File: config.mk
export PLATFORM = sky130hd
export DESIGN_NAME = instruction_fetch_stage
export DESIGN_NICKNAME = d
export VERILOG_FILES = /design/src/rtl/instruction_fetch_stage.sv
export SDC_FILE = /design/constraint.sdc
export NUM_CORES = 1
export LEC_CHECK = 0
export ABC_AREA = 1
export BUFFER_PORTS_ARGS = -buffer_cell sky130_fd_sc_hd__buf_2
export CORE_ASPECT_RATIO = 0.9
export CORE_MARGIN = 2
export CORE_UTILIZATION = 35
export DETAILED_ROUTE_END_ITERATION = 6
export HOLD_SLACK_MARGIN = 0.12
export SYNTH_ARGS = -nofsm -noshare
export SYNTH_HDL_FRONTEND = slang
export SYNTH_SLANG_ARGS = --single-unit
File: constraint.sdc
create_clock -name clk -period 3.65 [get_ports clk]
set_clock_uncertainty 0.15 [all_clocks]
set_input_delay 0.73 -clock clk [delete_from_list [all_inputs] [get_ports clk]]
set_output_delay 0.73 -clock clk [all_outputs]
set_load 0.01 [all_outputs]
File: src/rtl/instruction_fetch_stage.sv
// IF stage: owns the PC, drives the program ROM address and registers the IF/ID pipeline latch.
// Define FETCH_PERF_COUNTERS_EN to build the fetch/stall performance counters.
module instruction_fetch_stage #(
    parameter int unsigned DATA_WIDTH = 32,
    parameter int unsigned MEMORY_DEPTH = 128,
    parameter logic [DATA_WIDTH-1:0] PC_RESET = 32'h00400000
) (
    input  logic                  clk,
    input  logic                  reset,
    input  logic                  Stall,
    input  logic                  Flush,
    input  logic                  BranchTaken,
    input  logic [DATA_WIDTH-1:0] BranchTarget,
    input  logic [DATA_WIDTH-1:0] InstructionIn,
    output logic [DATA_WIDTH-1:0] PCAddress,
    output logic [DATA_WIDTH-1:0] IFID_Instruction,
    output logic [DATA_WIDTH-1:0] IFID_PCPlus4,
    output logic                  IFID_Valid,
    output logic                  FetchFault,
    output logic [31:0]           FetchCount,
    output logic [31:0]           StallCount
);

    // One bit wider than an address so the window end cannot overflow.
    localparam logic [DATA_WIDTH:0] PcLimit =
        {1'b0, PC_RESET} + (DATA_WIDTH+1)'(4 * MEMORY_DEPTH);

    typedef enum logic [1:0] {StBoot, StFetch, StHalt} state_e;

    state_e                  state_q, state_d;
    logic [DATA_WIDTH-1:0]   pc_q, pc_d;
    logic [DATA_WIDTH-1:0]   instr_q, instr_d;
    logic [DATA_WIDTH-1:0]   pcplus4_q, pcplus4_d;
    logic                    valid_q, valid_d;
    logic                    fault_q, fault_d;
    logic [DATA_WIDTH-1:0]   pc_plus4;
    logic                    deliver;
    logic                    stall_event;

    function automatic logic pc_legal(input logic [DATA_WIDTH-1:0] addr);
        return (addr[1:0] == 2'b00) && (addr >= PC_RESET) && ({1'b0, addr} < PcLimit);
    endfunction

    assign pc_plus4 = pc_q + DATA_WIDTH'(4);

    always_comb begin
        state_d     = state_q;
        pc_d        = pc_q;
        instr_d     = instr_q;
        pcplus4_d   = pcplus4_q;
        valid_d     = valid_q;
        fault_d     = fault_q;
        deliver     = 1'b0;
        stall_event = 1'b0;
        unique case (state_q)
            StBoot: begin
                state_d = StFetch;
                instr_d = '0;
                valid_d = 1'b0;
            end
            StFetch: begin
                if (BranchTaken) begin
                    // Wrong-path instruction is squashed whatever Stall/Flush say.
                    instr_d = '0;
                    valid_d = 1'b0;
                    if (pc_legal(BranchTarget)) begin
                        pc_d = BranchTarget;
                    end else begin
                        fault_d = 1'b1;
                        state_d = StHalt;
                    end
                end else if (Stall) begin
                    stall_event = 1'b1;
                    if (Flush) begin
                        instr_d = '0;
                        valid_d = 1'b0;
                    end
                end else begin
                    if (Flush) begin
                        instr_d = '0;
                        valid_d = 1'b0;
                    end else begin
                        instr_d   = InstructionIn;
                        pcplus4_d = pc_plus4;
                        valid_d   = 1'b1;
                        deliver   = 1'b1;
                    end
                    // The current instruction is still delivered if PC+4 leaves the window.
                    if (pc_legal(pc_plus4)) begin
                        pc_d = pc_plus4;
                    end else begin
                        fault_d = 1'b1;
                        state_d = StHalt;
                    end
                end
            end
            StHalt: begin
                instr_d = '0;
                valid_d = 1'b0;
            end
            default: begin
                state_d = StBoot;
                instr_d = '0;
                valid_d = 1'b0;
            end
        endcase
    end

    always_ff @(posedge clk) begin
        if (reset) begin
            state_q   <= StBoot;
            pc_q      <= PC_RESET;
            instr_q   <= '0;
            pcplus4_q <= '0;
            valid_q   <= 1'b0;
            fault_q   <= 1'b0;
        end else begin
            state_q   <= state_d;
            pc_q      <= pc_d;
            instr_q   <= instr_d;
            pcplus4_q <= pcplus4_d;
            valid_q   <= valid_d;
            fault_q   <= fault_d;
        end
    end

`ifdef FETCH_PERF_COUNTERS_EN
    logic [31:0] fetch_cnt_q;
    logic [31:0] stall_cnt_q;

    always_ff @(posedge clk) begin
        if (reset) begin
            fetch_cnt_q <= '0;
            stall_cnt_q <= '0;
        end else begin
            if (deliver) fetch_cnt_q <= fetch_cnt_q + 32'd1;
            if (stall_event) stall_cnt_q <= stall_cnt_q + 32'd1;
        end
    end

    assign FetchCount = fetch_cnt_q;
    assign StallCount = stall_cnt_q;
`else
    logic unused_cnt;
    assign unused_cnt = deliver ^ stall_event;
    assign FetchCount = '0;
    assign StallCount = '0;
`endif

    assign PCAddress        = pc_q;
    assign IFID_Instruction = instr_q;
    assign IFID_PCPlus4     = pcplus4_q;
    assign IFID_Valid       = valid_q;
    assign FetchFault       = fault_q;

endmodule

==> results.py <==
metrics = {
    "sta": {
        "setup_viol": 0,
        "slew_violations": 0,
        "clock.fmax_mhz": 352.5,
        "rsz0062_at_grt": "false",
        "hold_violations": 0,
        "period_share_pct": 77.73,
        "min_period_ns": 2.837,
        "maxSlewHeadroom_pct": 64.78,
        "worst_pin_slew_ns": 0.5283,
        "tns_ns": 0,
    },
    "power_and_ir_drop": {
        "internal_power_uw": 1679,
        "p_per_area_nw_per_um2": 369.5,
        "power.switching_uw": 650.5,
        "p_leak_uw": 0.003169,
        "p_seq_share_pct": 48.7,
        "switching_share_pct": 27.92,
        "clkPwrFrac_pct": 40.7,
        "max-vdd-ir-drop_mv": 0.2170,
        "combPwrFrac_pct": 10.5,
    },
    "grt": {
        "grt_pass1_vias": 4441,
        "globalRouteTotalUtil_pct": 18.02,
        "antenna_found_initial": 0,
        "grt_max_degree": 42,
        "grt_pass1_wl_mm": 22.66,
        "overflow": 0,
    },
    "hold_path": {
        "worstHoldPathType": "flip-flop to flip-flop",
        "holdPathStages": 2,
        "hold_end": "FetchFault$_SDFFE_PP0P_",
        "hp-start": "FetchFault$_SDFFE_PP0P_",
    },
    "worst_setup_path": {
        "ff2ff_setup_slack_ns": 0.81,
        "crit_path_end_kind": "flip-flop",
        "path_max_fanout": 22,
        "r2r_start": "PCAddress[2]$_SDFFE_PP0P_",
        "regToRegEndpoint": "PCAddress[24]$_SDFFE_PP0P_",
        "reg2reg_depth": 14,
        "crit_required_ns": 3.72,
        "criticalPathCategory": "flip-flop to flip-flop",
        "critical_path_arrival_ns": 2.90,
        "cp-start-kind": "flip-flop",
    },
    "synthesis": {
        "synth_top_area_cell": "dfxtp_1",
        "syn_avg_cell_area_um2": 7.143,
        "synth_top_area_share_pct": 38.08,
        "synthDistinctLibCells": 39,
        "syn_area_um2": 5258,
        "synth.top_cells.by_area": "dfxtp_1 (38%), nand2_1 (14%), buf_4 (9.4%), nor2_1 (5.6%), inv_1 (5.1%)",
        "yosys_warnings": 0,
        "ys_ff_latch": 100,
        "synth_cells": 736,
        "yosysSeqAreaShare_pct": 38.08,
    },
    "floorplan": {
        "die_area_um2": 16020,
        "pin_count": 231,
        "die_x_um": 133.2,
        "rows": 42,
        "core_um2": 14710,
        "initial_core_util_pct": 35.73,
        "die-height_um": 120.3,
    },
    "placement": {
        "dp_hpwl_mm": 10.87,
        "postPlaceCellArea_um2": 6013,
        "numPortBuffers": 166,
        "gp_congestion": 0.8274,
    },
    "routing": {
        "vias_per_cell": 4.399,
        "routed_wl_mm": 14.39,
        "wl_per_cell_um": 13.14,
        "drc": 0,
        "vias": 4817,
        "drt-pass1-iter-count": 4,
        "detail-route-antenna-nets": 0,
        "drtIter0Drc": 330,
    },
    "layout": {
        "diodes": 0,
        "drive_gt1_share_pct": 26.87,
        "nets": 963,
        "final_common_cell": "nand2_1",
        "layout_common_cells": "nand2_1 (196), buf_2 (166), dfxtp_1 (100)",
        "fin_area_um2": 6305,
        "nFillCells": 1583,
        "area_growth_pct": 19.92,
    },
    "run_status": {
        "status": "finished, final reports clean",
    },
    "clocking": {
        "cts-hold-fix-buffers": 0,
        "path_clk_slew_ns": 0.08,
        "worstSkewPairLatency_ns": 0.36,
        "cts.sinks": 100,
        "cts_tree": "yes",
        "cts_buffer_depth": 2,
        "ctsResizeCount": 0,
        "cts_setup_buffers": 0,
        "root_buffer": "clkbuf_16",
        "cts_buffers": 9,
        "htreeDepth": 3,
    },
    "run": {
        "cap_violations": 0,
    },
}
==> cell type report <==
cell class / count / area [um2] / share of cell area, %
multi-input combinational: 532 / 2590 / 41.08
sequential: 100 / 2002 / 31.75
timing repair buffer: 173 / 883.3 / 14.01
inverter: 76 / 290.3 / 4.604
tap: 198 / 247.7 / 3.929
clock buffer: 9 / 225.2 / 3.572
clock inverter: 7 / 66.31 / 1.052
==> cell usage after synthesis, drive strengths merged <==
cell type  count
nand2        204
dfxtp        100
nor2          92
inv           75
buf           70
a21oi         44
nand3         34
nor3          27
clkbuf        21
o211ai        18
o21ai         18
xor2           5
and2           4
nand4          4
mux2i          3
nor4           3
or2            3
ha             2
a211oi         1
a31oi          1
and3           1
clkinv         1
conb           1
nand3b         1
nor3b          1
o21bai         1
xnor2          1
==> how the worst max path moves through the flow <==
stage	startpoint	to	slack, ns	depth (start not counted)
after floorplan	PCAddress[2]$_SDFFE_PP0P_	PCAddress[14]$_SDFFE_PP0P_	1.16	15
after global placement	BranchTaken	PCAddress[31]$_SDFFE_PP0P_	0.86	10
after detailed placement	PCAddress[2]$_SDFFE_PP0P_	PCAddress[31]$_SDFFE_PP0P_	0.87	14
after CTS	PCAddress[2]$_SDFFE_PP0P_	PCAddress[24]$_SDFFE_PP0P_	0.85	14
after global routing	PCAddress[2]$_SDFFE_PP0P_	PCAddress[24]$_SDFFE_PP0P_	0.55	16
final	PCAddress[2]$_SDFFE_PP0P_	PCAddress[24]$_SDFFE_PP0P_	0.81	14
==> power by group through the flow <==
stage | clock network, uW | logic [uW] | registers, uW
final | 949 | 245 | 1140
after global routing | 1030 | 274 | 1140
after global placement | 0 | 245 | 1160
after detailed placement | 0 | 244 | 1160
after floorplan | 0 | 198 | 1170
after CTS | 978 | 245 | 1140
==> worst max-delay path, stage by stage (launching register included) <==
cell and delay [ns]:
dfxtp_1 0.46, ha_1 0.30, inv_2 0.07, nor2_4 0.20
nand3_1 0.12, nand2_1 0.07, nand2_1 0.07, inv_1 0.09
nand3_1 0.11, nor2_1 0.12, nand2_1 0.12, o21bai_4 0.32
nand2_4 0.15, inv_6 0.26, nor3_2 0.07
==> flip-flops by register name, summed over array words and instances (netlist names) <==
signal / cells
FetchFault: 1
IFID_Instruction: 32
IFID_PCPlus4: 32
IFID_Valid: 1
PCAddress: 32
state_q: 2
==> metal layers <==
metal / GRT usage [%] / part of all wire, % / wire length [um] / vias to the layer above
met1: 23.53 / 46 / 6676 / 2117
met2: 28.34 / 44 / 6321 / 174
met5: 0 / 0 / 0 / -
li1: - / - / - / 2505
met3: 5.702 / 7.2 / 1043 / 21
met4: 5.984 / 2.4 / 349 / 0
==> cells by family after synthesis <==
kind of cell | after synthesis | synth area share (%)
xor+xnor | 6 | 0.9995
other cells | 1 | 0.07133
compound gates | 83 | 9.091
buf+inv | 167 | 17.35
flops | 100 | 38.08
fa+ha+maj | 2 | 0.4759
mux | 3 | 0.5712
simple gates | 374 | 33.37
==> through the flow <==
stage / setup slack [ns] / utilization [%] / total power (uW) / hold slack, ns / std cells
2_1_floorplan: 1.159 / - / 1366 / 0.3020 / 799
3_3_place_gp: 0.8617 / 40.87 / 1405 / 0.2922 / 1079
3_5_place_dp: 0.8697 / 40.87 / 1405 / 0.2995 / 1079
4_1_cts: 0.8465 / 42.85 / 2358 / 0.3102 / 1095
5_1_grt: 0.5479 / 42.85 / 2443 / 0.3279 / 1095
6_report: 0.8130 / 42.85 / 2330 / 0.3075 / 1095
(Power assumes the default switching activity.)
